<file path="src/rtl/mem_port_arbiter_if.sv">
// Signal bundle between the core's fetch/data ports, the arbiter and the shared memory bus.
// The master view belongs to the arbiter; the slave view is the core plus memory side.
interface mem_port_arbiter_if;
    logic        if_req;
    logic [31:0] if_addr;
    logic [31:0] if_rdata;
    logic        if_ready;
    logic        if_stall;

    logic        dm_read;
    logic [1:0]  dm_write;
    logic [31:0] dm_addr;
    logic [31:0] dm_wdata;
    logic [31:0] dm_rdata;
    logic        dm_ready;
    logic        dm_stall;

    logic        bus_req;
    logic        bus_we;
    logic [1:0]  bus_size;
    logic [31:0] bus_addr;
    logic [31:0] bus_wdata;
    logic [31:0] bus_rdata;
    logic        bus_ack;
    logic        bus_err;

    modport master (
        input  if_req, if_addr, dm_read, dm_write, dm_addr, dm_wdata, bus_rdata, bus_ack,
        output if_rdata, if_ready, if_stall, dm_rdata, dm_ready, dm_stall,
        output bus_req, bus_we, bus_size, bus_addr, bus_wdata, bus_err
    );

    modport slave (
        output if_req, if_addr, dm_read, dm_write, dm_addr, dm_wdata, bus_rdata, bus_ack,
        input  if_rdata, if_ready, if_stall, dm_rdata, dm_ready, dm_stall,
        input  bus_req, bus_we, bus_size, bus_addr, bus_wdata, bus_err
    );
endinterface

</file>
<file path="src/rtl/mem_port_arbiter.sv">
// Shares one memory bus between the instruction-fetch and data ports, one transaction
// at a time, with round-robin tie breaking and an ack timeout that returns a safe value.
module mem_port_arbiter #(
    parameter int unsigned TIMEOUT  = 255,
    parameter logic [31:0] NOP_INSN = 32'h0000_0013
) (
    input logic                 clk,
    input logic                 rst_n,
    mem_port_arbiter_if.master  port
);

    typedef enum logic [1:0] {IDLE, IF_WAIT, DM_WAIT} state_t;

    state_t     state;
    state_t     state_next;
    logic       last_dm;
    logic [7:0] wait_cnt;
    logic       dm_active;
    logic       if_elig;
    logic       dm_elig;
    logic       grant_if;
    logic       grant_dm;
    logic       finish;
    logic       timed_out;
    logic       last_wait;

    assign dm_active     = port.dm_read | (|port.dm_write);
    assign if_elig       = port.if_req & ~port.if_ready;
    assign dm_elig       = dm_active & ~port.dm_ready;
    assign port.if_stall = port.if_req & ~port.if_ready;
    assign port.dm_stall = dm_active & ~port.dm_ready;

    // wait_cnt holds the wait cycles already elapsed, so this flags the TIMEOUT-th one
    assign last_wait = (({1'b0, wait_cnt} + 9'd1) == 9'(TIMEOUT));

    always_ff @(posedge clk or negedge rst_n) begin
        if (!rst_n) begin
            state <= IDLE;
        end else begin
            state <= state_next;
        end
    end

    always_comb begin
        state_next = state;
        grant_if   = 1'b0;
        grant_dm   = 1'b0;
        finish     = 1'b0;
        timed_out  = 1'b0;
        case (state)
            IDLE: begin
                if (if_elig && (!dm_elig || last_dm)) begin
                    grant_if   = 1'b1;
                    state_next = IF_WAIT;
                end else if (dm_elig) begin
                    grant_dm   = 1'b1;
                    state_next = DM_WAIT;
                end
            end
            IF_WAIT, DM_WAIT: begin
                if (port.bus_ack) begin
                    finish     = 1'b1;
                    state_next = IDLE;
                end else if (last_wait) begin
                    finish     = 1'b1;
                    timed_out  = 1'b1;
                    state_next = IDLE;
                end
            end
            default: state_next = IDLE;
        endcase
    end

    always_ff @(posedge clk or negedge rst_n) begin
        if (!rst_n) begin
            port.bus_req   <= 1'b0;
            port.bus_we    <= 1'b0;
            port.bus_size  <= 2'b00;
            port.bus_addr  <= '0;
            port.bus_wdata <= '0;
            port.bus_err   <= 1'b0;
            port.if_rdata  <= '0;
            port.if_ready  <= 1'b0;
            port.dm_rdata  <= '0;
            port.dm_ready  <= 1'b0;
            last_dm        <= 1'b0;
            wait_cnt       <= '0;
        end else begin
            port.if_ready <= 1'b0;
            port.dm_ready <= 1'b0;

            if (grant_if || grant_dm) begin
                port.bus_req <= 1'b1;
                wait_cnt     <= '0;
            end else if (state != IDLE) begin
                wait_cnt <= wait_cnt + 8'd1;
            end

            // a nonzero MemWrite makes it a store regardless of MemRead
            if (grant_if) begin
                port.bus_we    <= 1'b0;
                port.bus_size  <= 2'b00;
                port.bus_addr  <= port.if_addr;
                port.bus_wdata <= '0;
            end else if (grant_dm) begin
                port.bus_we    <= |port.dm_write;
                port.bus_size  <= port.dm_write;
                port.bus_addr  <= port.dm_addr;
                port.bus_wdata <= port.dm_wdata;
            end

            if (finish) begin
                port.bus_req <= 1'b0;
                if (timed_out) begin
                    port.bus_err <= 1'b1;
                end else begin
                    last_dm <= (state == DM_WAIT);
                end
                if (state == IF_WAIT) begin
                    port.if_ready <= 1'b1;
                    port.if_rdata <= timed_out ? NOP_INSN : port.bus_rdata;
                end else begin
                    port.dm_ready <= 1'b1;
                    port.dm_rdata <= (timed_out || port.bus_we) ? '0 : port.bus_rdata;
                end
            end
        end
    end

endmodule
</file>
<file path="src/flat_wrapper.sv">
// flat-port wrapper written by rule: the top's interface ports become plain ports
module mem_port_arbiter_flat 
#(
    parameter int unsigned TIMEOUT  = 255,
    parameter logic [31:0] NOP_INSN = 32'h0000_0013
)
  (clk, rst_n, port_if_req, port_if_addr, port_dm_read, port_dm_write, port_dm_addr, port_dm_wdata, port_bus_rdata, port_bus_ack, port_if_rdata, port_if_ready, port_if_stall, port_dm_rdata, port_dm_ready, port_dm_stall, port_bus_req, port_bus_we, port_bus_size, port_bus_addr, port_bus_wdata, port_bus_err);
  mem_port_arbiter_if port_i ();
  input logic clk;
  input logic rst_n;
  input wire logic [$bits(port_i.if_req)-1:0] port_if_req;
  input wire logic [$bits(port_i.if_addr)-1:0] port_if_addr;
  input wire logic [$bits(port_i.dm_read)-1:0] port_dm_read;
  input wire logic [$bits(port_i.dm_write)-1:0] port_dm_write;
  input wire logic [$bits(port_i.dm_addr)-1:0] port_dm_addr;
  input wire logic [$bits(port_i.dm_wdata)-1:0] port_dm_wdata;
  input wire logic [$bits(port_i.bus_rdata)-1:0] port_bus_rdata;
  input wire logic [$bits(port_i.bus_ack)-1:0] port_bus_ack;
  output wire logic [$bits(port_i.if_rdata)-1:0] port_if_rdata;
  output wire logic [$bits(port_i.if_ready)-1:0] port_if_ready;
  output wire logic [$bits(port_i.if_stall)-1:0] port_if_stall;
  output wire logic [$bits(port_i.dm_rdata)-1:0] port_dm_rdata;
  output wire logic [$bits(port_i.dm_ready)-1:0] port_dm_ready;
  output wire logic [$bits(port_i.dm_stall)-1:0] port_dm_stall;
  output wire logic [$bits(port_i.bus_req)-1:0] port_bus_req;
  output wire logic [$bits(port_i.bus_we)-1:0] port_bus_we;
  output wire logic [$bits(port_i.bus_size)-1:0] port_bus_size;
  output wire logic [$bits(port_i.bus_addr)-1:0] port_bus_addr;
  output wire logic [$bits(port_i.bus_wdata)-1:0] port_bus_wdata;
  output wire logic [$bits(port_i.bus_err)-1:0] port_bus_err;
  assign port_i.if_req = port_if_req;
  assign port_i.if_addr = port_if_addr;
  assign port_i.dm_read = port_dm_read;
  assign port_i.dm_write = port_dm_write;
  assign port_i.dm_addr = port_dm_addr;
  assign port_i.dm_wdata = port_dm_wdata;
  assign port_i.bus_rdata = port_bus_rdata;
  assign port_i.bus_ack = port_bus_ack;
  assign port_if_rdata = port_i.if_rdata;
  assign port_if_ready = port_i.if_ready;
  assign port_if_stall = port_i.if_stall;
  assign port_dm_rdata = port_i.dm_rdata;
  assign port_dm_ready = port_i.dm_ready;
  assign port_dm_stall = port_i.dm_stall;
  assign port_bus_req = port_i.bus_req;
  assign port_bus_we = port_i.bus_we;
  assign port_bus_size = port_i.bus_size;
  assign port_bus_addr = port_i.bus_addr;
  assign port_bus_wdata = port_i.bus_wdata;
  assign port_bus_err = port_i.bus_err;
  mem_port_arbiter #(.TIMEOUT(TIMEOUT), .NOP_INSN(NOP_INSN)) u_core (.clk(clk), .rst_n(rst_n), .port(port_i));
endmodule
</file>
<file path="config.mk">
export PLATFORM = sky130hd
export DESIGN_NAME = mem_port_arbiter_flat
export DESIGN_NICKNAME = d
export VERILOG_FILES = /design/src/rtl/mem_port_arbiter_if.sv /design/src/rtl/mem_port_arbiter.sv /design/src/flat_wrapper.sv
export SDC_FILE = /design/constraint.sdc
export NUM_CORES = 1
export LEC_CHECK = 0
export BUFFER_PORTS_ARGS = -buffer_cell sky130_fd_sc_hd__buf_4
export CAP_MARGIN = 40
export CORE_ASPECT_RATIO = 1.1
export CORE_MARGIN = 1
export CORE_UTILIZATION = 40
export DETAILED_ROUTE_END_ITERATION = 8
export PLACE_DENSITY = 0.7
export SETUP_SLACK_MARGIN = 0.3
export SLEW_MARGIN = 0
export SYNTH_ARGS = -nofsm -noshare
export SYNTH_HDL_FRONTEND = slang
export SYNTH_SLANG_ARGS = --single-unit
</file>
<file path="constraint.sdc">
create_clock -name clk -period 5.1 [get_ports clk]
set_input_delay 1.53 -clock clk [delete_from_list [all_inputs] [get_ports clk]]
set_output_delay 1.53 -clock clk [all_outputs]
set_load 0.05 [all_outputs]
</file>
==> insert_results.sql, run 1 <==
INSERT INTO impl_metrics (metric_group, metric, value, unit) VALUES
('pwr', 'internal-power', '0.00376', 'W'),
('sta', 'setup_viols_final', '0', ''),
('logic_synthesis', 'synthSimpleGateAreaFrac', '0.0928', ''),
('detailed_routing', 'post_drt_via_cell_ratio', '5.04', ''),
('floorplan', 'floorplan.initialDensity', '0.412', ''),
('floorplan', 'core_region_area', '14400', 'um^2'),
('sta', 'finalCritPeriodShare', '0.739', ''),
('worst_hold_path', 'min_path_type', 'reg -> reg', ''),
('global_route', 'grt_pass1_wl', '25300', 'um'),
('pwr', 'clkPwrFrac', '0.170', ''),
('floorplan', 'std_cell_rows', '46', ''),
('sta', 'final.setup.tns', '0', 'ns'),
('detailed_routing', 'dr_total_vias', '5009', ''),
('clocking', 'tritoncts', 'yes', ''),
('clocking', 'ctsHtreeMaxLevel', '4', ''),
('status', 'run_status', 'completed', ''),
('critical_path', 'crit_path_top_delay_cell', 'buf_4', ''),
('finish', 'nNetsFinal', '929', ''),
('place', 'numPortBuffers', '271', ''),
('global_route', 'groute.usage.overall', '0.213', ''),
('critical_path', 'worstRegToRegCells', '6', ''),
('critical_path', 'crit_fanout', '4', ''),
('clocking', 'cts_setup_buffers', '0', ''),
('logic_synthesis', 'syn_nets', '666', ''),
('critical_path', 'worstSetupStartpointType', 'input pin', ''),
('finish', 'num_antenna_cells', '0', ''),
('sta', 'worst_clock_skew', '0.00948', 'ns'),
('sta', 'holdWs', '0.478', 'ns'),
('critical_path', 'critPathArrivalTime', '2.24', 'ns'),
('logic_synthesis', 'post_synth_fa_ha_maj_area_fraction', '0.0105', ''),
('global_route', 'first_global_vias', '4939', ''),
('finish', 'syn_to_layout_area_delta', '47.7', '%'),
('sta', 'number_of_endpoints_with_negative_hold_slack_in_the_final_report', '0', ''),
('critical_path', 'reg2reg_slack', '2.63', 'ns'),
('pwr', 'comb_power_share', '0.558', ''),
('detailed_routing', 'drt-pass1-iter-count', '4', ''),
('logic_synthesis', 'mapped_cell_area', '5950', 'um^2'),
('global_route', 'grt_max_degree', '99', ''),
('sta', 'grt_setup_unrepaired', 'false', ''),
('logic_synthesis', 'syn_inst', '526', ''),
('logic_synthesis', 'syn_area_per_cell', '11.3', 'um^2'),
('floorplan', 'fp.dieH', '130', 'um'),
('critical_path', 'timing.critical_path.slowest_cell_delay', '0.19', 'ns'),
('worst_hold_path', 'holdPathEnd', 'u_core.port.bus_err', ''),
('critical_path', 'origin_of_the_critical_flop_to_flop_path', 'u_core.wait_cnt[0]', ''),
('detailed_routing', 'post-route-drc-count', '0', ''),
('logic_synthesis', 'synth_warnings', '0', ''),
('critical_path', 'critical_path.endpoint_type', 'output port', ''),
('clocking', 'number_of_buffers_created_by_cts', '17', ''),
('critical_path', 'path_common_cell', 'buf_4', ''),
('logic_synthesis', 'synth.mux.area_fraction', '0.0558', ''),
('clocking', 'cts.hold.buffers_added', '0', ''),
('pwr', 'p_seq_frac', '0.272', ''),
('worst_hold_path', 'min_path_cells', '1', ''),
('sta', 'maxSlewViolCount', '0', ''),
('clocking', 'cts_num_sinks', '146', ''),
('pwr', 'power_density', '833', 'nW/um^2'),
('pwr', 'net_switching_fraction_of_the_power', '0.486', ''),
('worst_hold_path', 'min_from', 'u_core.port.bus_err', ''),
('clocking', 'clock_tree.root_cell', 'clkbuf_16', ''),
('detailed_routing', 'post_drt_wl_per_cell', '16.3', 'um'),
('clocking', 'insertion_delay_of_the_later_clocked_pin_in_the_worst_skew_pair', '0.42', 'ns'),
('detailed_routing', 'antenna_violating_nets_post_route', '0', ''),
('logic_synthesis', 'ys_types', '36', ''),
('sta', 'final_period_minus_worst_setup_slack', '3.77', 'ns'),
('detailed_routing', 'initial_detailed_routing_violation_count', '240', ''),
('floorplan', 'fp.dieArea', '15400', 'um^2'),
('sta', 'fmax', '0.265', 'GHz'),
('global_route', 'number_of_antenna_violations_at_the_first_check_in_global_routing', '0', ''),
('pwr', 'total_leakage_power', '4.43', 'nW'),
('critical_path', 'crit_path_cell_trace', 'buf_4, nor3_1, or2_1, inv_1, buf_4', '');
layout by cell type (no fill, tap or decap), types with 2 or more instances in the layout:
| cell | Yosys | routed |
|---|---|---|
| a21oi_1 | 37 | 37 |
| a22o_1 | 60 | 60 |
| a22o_2 | 3 | 3 |
| and3_1 | 4 | 3 |
| buf_16 | 0 | 3 |
| buf_4 | 0 | 276 |
| bufinv_16 | 0 | 2 |
| clkbuf_1 | 26 | 2 |
| clkbuf_16 | 0 | 17 |
| clkbuf_8 | 0 | 3 |
| clkinv_4 | 0 | 2 |
| clkinvlp_4 | 0 | 3 |
| dfrtp_1 | 146 | 146 |
| ha_1 | 5 | 5 |
| inv_1 | 13 | 13 |
| inv_6 | 0 | 2 |
| mux2i_1 | 32 | 32 |
| nand2_1 | 81 | 81 |
| nand3_1 | 5 | 5 |
| nor2_1 | 36 | 36 |
| o21ai_0 | 43 | 43 |
| xor2_1 | 4 | 4 |
worst max-delay path by stage:
stage | from | to | slack, ns | depth (start not counted)
2_1_floorplan | port_dm_write[1] | port_dm_stall | 1.45 | 3
3_3_place_gp | port_dm_write[1] | port_dm_stall | 1.34 | 5
3_5_place_dp | port_dm_write[1] | port_dm_stall | 1.34 | 5
4_1_cts | port_dm_write[1] | port_dm_stall | 1.33 | 5
5_1_grt | port_dm_write[1] | port_dm_stall | 1.28 | 5
6_report | port_dm_write[1] | port_dm_stall | 1.33 | 5
through the flow:
step | instance area [um^2] | utilization | setup WS (ns) | cells | total power [W]
after global routing | 8780 | 0.608 | 1.28 | 994 | 0.00770
after floorplan | 5950 | - | 1.45 | 526 | 0.00485
after CTS | 8780 | 0.608 | 1.33 | 994 | 0.00737
after detailed placement | 8190 | 0.567 | 1.34 | 962 | 0.00611
final | 8780 | 0.608 | 1.33 | 994 | 0.00731
after global placement | 8090 | 0.560 | 1.34 | 958 | 0.00599
sequential cells by signal, summed over array words and instances, names as in the netlist:
name,count
u_core.port.dm_ready,1
u_core.port.if_ready,1
u_core.port.bus_err,1
u_core.port.bus_wdata,32
u_core.port.bus_size,2
u_core.port.bus_addr,32
u_core.port.bus_we,1
u_core.port.dm_rdata,32
u_core.port.if_rdata,32
u_core.state,2
u_core.last_dm,1
u_core.wait_cnt,8
u_core.port.bus_req,1
cell usage after synthesis:
| cell type | number | area, um^2 |
|---|---|---|
| inv_1 | 13 | 48.8 |
| nand3_2 | 1 | 10.0 |
| a22o_1 | 60 | 526 |
| buf_1 | 1 | 3.75 |
| or3_4 | 1 | 11.3 |
| o21bai_1 | 1 | 7.51 |
| a21o_1 | 1 | 7.51 |
| ha_1 | 5 | 62.6 |
| o21ai_1 | 1 | 5.00 |
| buf_2 | 4 | 20.0 |
| a2111oi_4 | 1 | 27.5 |
| nand2_1 | 81 | 304 |
| xor2_1 | 4 | 35.0 |
| nand3_1 | 5 | 25.0 |
| dfrtp_1 | 146 | 3650 |
| and3_1 | 4 | 25.0 |
| o21a_1 | 1 | 7.51 |
| xnor2_1 | 1 | 8.76 |
| nor3_1 | 2 | 10.0 |
| or2_1 | 1 | 6.26 |
| mux2i_1 | 32 | 320 |
| nor2b_1 | 1 | 6.26 |
| o21ai_4 | 1 | 16.3 |
| clkbuf_1 | 26 | 97.6 |
| nor2_1 | 36 | 135 |
| or2_2 | 1 | 6.26 |
| o211ai_1 | 1 | 7.51 |
| mux2_2 | 1 | 11.3 |
| buf_6 | 6 | 67.6 |
| a21oi_1 | 37 | 185 |
| nand4_1 | 1 | 6.26 |
| a22o_2 | 3 | 30.0 |
| o21ai_0 | 43 | 215 |
| a31o_2 | 1 | 8.76 |
| nand2b_1 | 1 | 6.26 |
| o211ai_4 | 1 | 21.3 |
kinds of logic after synthesis:
logic type	Yosys count
fa+ha+maj	5
simple gates	135
xor+xnor	5
buf+inv	50
mux	33
compound gates	152
flops	146
worst max-delay path, delay by kind of cell:
| kind | cells | cell delay (ns) |
|---|---|---|
| and+or+nand+nor | 2 | 0.34 |
| buffers and inverters | 3 | 0.38 |
power groups by stage:
stage / Combinational [W] / Clock (W) / Sequential (W)
3_3_place_gp: 0.00401 / 0 / 0.00198
4_1_cts: 0.00411 / 0.00126 / 0.00199
5_1_grt: 0.00433 / 0.00132 / 0.00206
3_5_place_dp: 0.00412 / 0 / 0.00199
2_1_floorplan: 0.00122 / 0 / 0.00363
6_report: 0.00408 / 0.00124 / 0.00199
routing by layer:
layer  part of all wire  track usage  vias to the layer above
met2               0.50        0.367                      213
li1                   -            -                     2358
met5                  0            0                        -
met4              0.019       0.0890                        0
met3              0.079       0.0691                       23
met1               0.41        0.248                     2415
cell type report:
| class | count | area [um^2] |
|---|---|---|
| inverters | 13 | 48.8 |
| multi-input cells | 330 | 2060 |
| clock buffers | 22 | 474 |
| repair buffers | 281 | 2180 |
| well taps | 192 | 240 |
| clock inverters | 10 | 123 |
| fillers | 1206 | 5660 |
| flip-flops and latches | 146 | 3650 |
(Power assumes the default switching activity.)
==> inputs of run 2 (changes only) <==
Clock period 5.1 ns to 3.65 ns, I/O delays scaled along.
==> run 2 against run 1 <==
Net effect: critical path depth unchanged; final area rose by 0.67%; largest cell class unchanged; register-to-register slack worse by 1.5 ns; core utilization rose by 0.41 points; count of clock-buffer cells in the layout fell by 3; worst hold slack gained 0.017 ns; cell count grew 0.10%; clock skew is 0.0015 ns lower; clock power is 53% higher; combinational power is 41% higher; flip-flop and latch count did not move.
==> insert_results.sql, run 2 (synthesized netlist as in run 1, its figures left out) <==
INSERT INTO impl_metrics (metric_group, metric, value, unit) VALUES
('sta', 'worst_clock_skew', '0.00799', 'ns'),
('detailed_routing', 'antenna_violating_nets_post_route', '0', ''),
('flow_run', 'drv_cap', '0', ''),
('sta', 'postLayoutSetupSlackWorst', '0.720', 'ns'),
('sta', 'slew_headroom', '0.520', ''),
('floorplan', 'core_region_area', '14400', 'um^2'),
('place', 'numPortBuffers', '271', ''),
('detailed_routing', 'drt-pass1-iter-count', '4', ''),
('critical_path', 'origin_of_the_critical_flop_to_flop_path', 'u_core.wait_cnt[0]', ''),
('global_route', 'number_of_antenna_violations_at_the_first_check_in_global_routing', '0', ''),
('sta', 'maxSlewViolCount', '0', ''),
('clocking', 'insertion_delay_of_the_later_clocked_pin_in_the_worst_skew_pair', '0.42', 'ns'),
('finish', 'final_common_cell', 'buf_4', ''),
('critical_path', 'crit_path_top_delay_cell', 'buf_4', ''),
('critical_path', 'setup.worst_path.class', 'in -> out', ''),
('pwr', 'clkPwrFrac', '0.182', ''),
('finish', 'nNetsFinal', '931', ''),
('sta', 'fmax', '0.341', 'GHz'),
('finish', 'layout.area.seq', '3650', 'um^2'),
('clocking', 'cts_num_sinks', '146', ''),
('worst_hold_path', 'min_path_cells', '1', ''),
('finish', 'multi_input_comb_area', '2060', 'um^2'),
('finish', 'num_antenna_cells', '0', ''),
('finish', 'stdcell_count', '995', ''),
('critical_path', 'cp_data_required_time', '2.55', 'ns'),
('pwr', 'p_seq_frac', '0.267', ''),
('sta', 'number_of_endpoints_with_negative_hold_slack_in_the_final_report', '0', ''),
('finish', 'mostFrequentLayoutCells', '278 x buf_4, 146 x dfrtp_1, 81 x nand2_1', ''),
('sta', 'grt_setup_unrepaired', 'false', ''),
('critical_path', 'worstRegToRegCells', '6', ''),
('global_route', 'groute.usage.overall', '0.221', ''),
('sta', 'final_period_minus_worst_setup_slack', '2.93', 'ns'),
('critical_path', 'reg2reg_slack', '1.12', 'ns'),
('critical_path', 'crit_path_start', 'port_dm_write[1]', ''),
('worst_hold_path', 'min_path_type', 'reg -> reg', ''),
('pwr', 'net_switching_fraction_of_the_power', '0.478', ''),
('floorplan', 'floorplan.initialDensity', '0.412', ''),
('critical_path', 'crit_fanout', '4', ''),
('clocking', 'cts_setup_buffers', '0', ''),
('sta', 'worst_margin_pin_slew', '0.720', 'ns'),
('pwr', 'p_switching', '0.00499', 'W'),
('pwr', 'total_leakage_power', '4.47', 'nW'),
('sta', 'finalCritPeriodShare', '0.803', ''),
('global_route', 'busiest_layer', 'met2', ''),
('clocking', 'ctsHtreeMaxLevel', '4', ''),
('pwr', 'power_density', '1180', 'nW/um^2'),
('floorplan', 'fp.dieArea', '15400', 'um^2'),
('critical_path', 'critical_path.endpoint_type', 'output port', ''),
('floorplan', 'std_cell_rows', '46', ''),
('floorplan', 'die_x', '118', 'um'),
('place', 'detailed_place_hpwl', '12000', 'um'),
('status', 'run_status', 'completed', ''),
('detailed_routing', 'post_drt_via_cell_ratio', '5.09', ''),
('critical_path', 'worstSetupEndpoint', 'port_dm_stall', ''),
('place', 'pre_cts_ws', '0.714', 'ns'),
('critical_path', 'r2r_end', 'u_core.port.if_rdata[3]', ''),
('worst_hold_path', 'min_from', 'u_core.port.bus_err', ''),
('finish', 'fill_cells', '1191', ''),
('place', 'globalplace.congestion', '0.872', ''),
('pwr', 'comb_power_share', '0.550', ''),
('global_route', 'grt.overflow.total', '0', ''),
('critical_path', 'crit_path_cell_trace', 'buf_4, nor3_1, or2_1, inv_1, buf_4', ''),
('global_route', 'grt.met2_usage', '0.395', ''),
('global_route', 'grt_max_degree', '99', ''),
('pwr', 'power.ir.vdd_worst', '0.723', 'mV'),
('clocking', 'cts_resized', '0', ''),
('global_route', 'met3_demand_to_capacity_share_in_global_routing', '0.0691', ''),
('detailed_routing', 'dr_total_vias', '5068', ''),
('sta', 'final.setup.tns', '0', 'ns'),
('finish', 'syn_to_layout_area_delta', '48.7', '%'),
('global_route', 'first_global_vias', '5201', ''),
('clocking', 'cts.hold.buffers_added', '0', ''),
('global_route', 'grt_pass1_wl', '26400', 'um'),
('critical_path', 'timing.critical_path.slowest_cell_delay', '0.19', 'ns'),
('detailed_routing', 'post-route-drc-count', '0', ''),
('critical_path', 'critPathArrivalTime', '1.84', 'ns'),
('detailed_routing', 'post_drt_wl_per_cell', '16.5', 'um'),
('finish', 'drive_gt1_frac', '0.407', ''),
('clocking', 'tritoncts', 'yes', ''),
('pwr', 'internal-power', '0.00545', 'W'),
('critical_path', 'worstSetupStartpointType', 'input pin', ''),
('floorplan', 'fp.dieH', '130', 'um'),
('sta', 'setup_viols_final', '0', ''),
('clocking', 'clock_tree.root_cell', 'clkbuf_16', ''),
('clocking', 'number_of_buffers_created_by_cts', '17', ''),
('critical_path', 'path_common_cell', 'buf_4', ''),
('clocking', 'clk_pin_slew', '0.06', 'ns'),
('global_route', 'grtUsageMet1', '0.250', ''),
('place', 'post-place-cells', '964', ''),
('clocking', 'ctsLongestPathBuffers', '2', ''),
('detailed_routing', 'initial_detailed_routing_violation_count', '252', ''),
('detailed_routing', 'routed_wirelength', '16400', 'um'),
('floorplan', 'number_of_primary_i_o_pins', '272', '');
[run 2: cell type report]
class	count	share of cell area
sequential	146	0.413
timing repair buffer	283	0.247
clock buffer	19	0.0512
inverter	13	0.00552
clock inverter	12	0.0229
multi-input combinational	330	0.233
tap	192	0.0272
[run 2: how the worst min path moves through the flow]
stage / end / slack [ns]
floorplan: u_core.wait_cnt[7] / 0.49
detailed placement: u_core.port.bus_err / 0.47
global route: u_core.port.dm_rdata[3] / 0.51
CTS: u_core.port.bus_err / 0.50
finish: u_core.port.bus_err / 0.50
global placement: u_core.port.bus_err / 0.47
[run 2: layer usage]
layer / wire (um) / part of all wire / up-vias
met4: 260 / 0.016 / 0
met5: 0 / 0 / -
li1: - / - / 2365
met3: 1360 / 0.083 / 19
met2: 8320 / 0.51 / 213
met1: 6480 / 0.39 / 2471
[run 2: stage by stage]
| stage | utilization | instance area (um^2) | hold WS [ns] | total power, W |
|---|---|---|---|---|
| 6_report | 0.612 | 8840 | 0.496 | 0.0104 |
| 5_1_grt | 0.612 | 8840 | 0.513 | 0.0110 |
| 4_1_cts | 0.612 | 8840 | 0.497 | 0.0105 |
| 3_5_place_dp | 0.567 | 8190 | 0.470 | 0.00859 |
| 3_3_place_gp | 0.562 | 8130 | 0.468 | 0.00840 |
| 2_1_floorplan | - | 5950 | 0.491 | 0.00677 |
[run 2: power by group through the flow]
stage | Combinational, W | Clock [W] | Sequential [W]
after floorplan | 0.00170 | 0 | 0.00507
after global placement | 0.00562 | 0 | 0.00278
after detailed placement | 0.00580 | 0 | 0.00279
after CTS | 0.00579 | 0.00194 | 0.00279
after global routing | 0.00609 | 0.00202 | 0.00288
final | 0.00575 | 0.00190 | 0.00279
[run 2: worst max-delay path: cells and delay by family]
kind / cells / cell delay (ns)
and+or+nand+nor: 2 / 0.36
buffers and inverters: 3 / 0.38
==> inputs of run 3 (changes only) <==
Clock period 3.65 ns to 2.9 ns, I/O delays scaled along.
==> run 3 against run 2 <==
Net effect: global-route usage down 0.88 points; via count down 0.28%; power up 23%; largest cell class unchanged; largest power group unchanged.
==> insert_results.sql, run 3 (synthesized netlist as in run 1, its figures left out) <==
INSERT INTO impl_metrics (metric_group, metric, value, unit) VALUES
('floorplan', 'floorplan.initialDensity', '0.412', ''),
('place', 'pre_cts_ws', '0.313', 'ns'),
('detailed_routing', 'post_drt_via_cell_ratio', '5.07', ''),
('clocking', 'cts.hold.buffers_added', '0', ''),
('global_route', 'grt.overflow.total', '0', ''),
('critical_path', 'cp_data_required_time', '2.03', 'ns'),
('detailed_routing', 'post-route-drc-count', '0', ''),
('detailed_routing', 'antenna_violating_nets_post_route', '0', ''),
('critical_path', 'origin_of_the_critical_flop_to_flop_path', 'u_core.wait_cnt[0]', ''),
('flow_run', 'drv_cap', '0', ''),
('critical_path', 'worstSetupStartpointType', 'input pin', ''),
('global_route', 'grt_pass1_wl', '25500', 'um'),
('finish', 'final_common_cell', 'buf_4', ''),
('clocking', 'insertion_delay_of_the_later_clocked_pin_in_the_worst_skew_pair', '0.41', 'ns'),
('finish', 'syn_to_layout_area_delta', '48.3', '%'),
('finish', 'num_antenna_cells', '0', ''),
('clocking', 'cts_setup_buffers', '0', ''),
('floorplan', 'fp.dieH', '130', 'um'),
('sta', 'final_period_minus_worst_setup_slack', '2.48', 'ns'),
('sta', 'final.setup.tns', '0', 'ns'),
('critical_path', 'crit_path_cell_trace', 'buf_4, nor3_2, or2_4, clkinvlp_4, buf_4', ''),
('critical_path', 'critPathArrivalTime', '1.61', 'ns'),
('critical_path', 'critical_path_buf_inv_count', '3', ''),
('critical_path', 'crit_fanout', '4', ''),
('finish', 'final_core_utilization', '0.610', ''),
('place', 'detailed_place.area', '8240', 'um^2'),
('floorplan', 'fp.dieArea', '15400', 'um^2'),
('place', 'globalplace.congestion', '0.854', ''),
('sta', 'finalCritPeriodShare', '0.854', ''),
('global_route', 'number_of_antenna_violations_at_the_first_check_in_global_routing', '0', ''),
('sta', 'slew_headroom', '0.645', ''),
('clocking', 'ctsHtreeMaxLevel', '4', ''),
('sta', 'grt_setup_unrepaired', 'false', ''),
('critical_path', 'r2r_end', 'u_core.port.dm_rdata[6]', ''),
('sta', 'worst_clock_skew', '0.0115', 'ns'),
('critical_path', 'worstSetupEndpoint', 'port_dm_stall', ''),
('critical_path', 'crit_path_start', 'port_dm_write[1]', ''),
('floorplan', 'core_region_area', '14400', 'um^2'),
('detailed_routing', 'dr_total_vias', '5054', ''),
('global_route', 'grt_max_degree', '100', ''),
('clocking', 'clock_tree.root_cell', 'clkbuf_16', ''),
('sta', 'maxSlewViolCount', '0', ''),
('finish', 'stdcell_area', '8810', 'um^2'),
('critical_path', 'worstRegToRegCells', '7', ''),
('pwr', 'power.ir.vdd_worst', '0.786', 'mV'),
('global_route', 'first_global_vias', '4928', ''),
('critical_path', 'path_common_cell', 'buf_4', ''),
('critical_path', 'setup.worst_path.class', 'in -> out', ''),
('sta', 'postLayoutSetupSlackWorst', '0.424', 'ns'),
('sta', 'fmax', '0.404', 'GHz'),
('floorplan', 'die_x', '118', 'um'),
('sta', 'setup_viols_final', '0', ''),
('finish', 'drive_gt1_frac', '0.412', ''),
('critical_path', 'reg2reg_slack', '0.65', 'ns'),
('pwr', 'power_density', '1460', 'nW/um^2'),
('clocking', 'tritoncts', 'yes', ''),
('critical_path', 'crit_path_top_delay_cell', 'nor3_2', ''),
('sta', 'number_of_endpoints_with_negative_hold_slack_in_the_final_report', '0', ''),
('critical_path', 'cell_family_with_the_largest_share_of_critical_path_delay', 'buffers and inverters', ''),
('clocking', 'clk_pin_slew', '0.06', 'ns'),
('clocking', 'ctsLongestPathBuffers', '2', ''),
('status', 'run_status', 'completed', ''),
('worst_hold_path', 'min_path_type', 'in -> async', ''),
('floorplan', 'number_of_primary_i_o_pins', '272', ''),
('clocking', 'cts_num_sinks', '146', ''),
('detailed_routing', 'initial_detailed_routing_violation_count', '310', ''),
('detailed_routing', 'drt-pass1-iter-count', '4', ''),
('pwr', 'total_leakage_power', '4.45', 'nW'),
('detailed_routing', 'post_drt_wl_per_cell', '16.3', 'um'),
('critical_path', 'timing.critical_path.slowest_cell_delay', '0.18', 'ns'),
('finish', 'nNetsFinal', '932', ''),
('detailed_routing', 'routed_wirelength', '16300', 'um'),
('place', 'numPortBuffers', '271', ''),
('finish', 'mostFrequentLayoutCells', '276 x buf_4, 146 x dfrtp_1, 81 x nand2_1', ''),
('global_route', 'groute.usage.overall', '0.212', ''),
('floorplan', 'std_cell_rows', '46', ''),
('critical_path', 'critical_path.endpoint_type', 'output port', ''),
('clocking', 'number_of_buffers_created_by_cts', '17', ''),
('critical_path', 'cp.depth', '5', ''),
('sta', 'worst_margin_pin_slew', '0.532', 'ns'),
('place', 'detailed_place_hpwl', '11700', 'um');
-- run 3: metal layers --
metal | wire length [um] | vias to the layer above | track usage
met5 | 0 | - | 0
met4 | 221 | 0 | 0.0747
met3 | 1430 | 19 | 0.0629
met2 | 7970 | 233 | 0.353
met1 | 6640 | 2435 | 0.266
li1 | - | 2367 | -
-- run 3: repair_timing --
action,in CTS,in global routing
resized for setup,0,2
hold endpoints to repair,0,0
setup endpoints to repair,0,1
-- run 3: power by group --
group          switching [W]  internal [W]  total (W)
clock               0.000949       0.00114    0.00209
combinational        0.00489       0.00238    0.00727
sequential          0.000538       0.00296    0.00350
-- run 3: final cells by class --
type,instances,area [um^2]
clock buffers,17,425
clock inverters,15,145
fillers,1220,5630
inverters,13,52.6
multi-input cells,330,2070
flip-flops and latches,146,3650
well taps,192,240
repair buffers,284,2230
-- run 3: per-stage QoR --
stage	hold WS (ns)	cells	total power, W
3_3_place_gp	0.465	962	0.0106
5_1_grt	0.435	997	0.0135
6_report	0.408	997	0.0129
3_5_place_dp	0.485	965	0.0108
2_1_floorplan	0.491	526	0.00853
4_1_cts	0.413	997	0.0130
-- run 3: worst min-delay path by stage --
stage	to	slack [ns]	depth (start not counted)
2_1_floorplan	u_core.wait_cnt[7]	0.49	2
3_3_place_gp	u_core.port.bus_err	0.46	1
3_5_place_dp	u_core.port.bus_req	0.48	2
4_1_cts	u_core.port.if_rdata[30]	0.41	1
5_1_grt	u_core.port.if_rdata[30]	0.44	1
6_report	u_core.port.if_rdata[30]	0.41	1
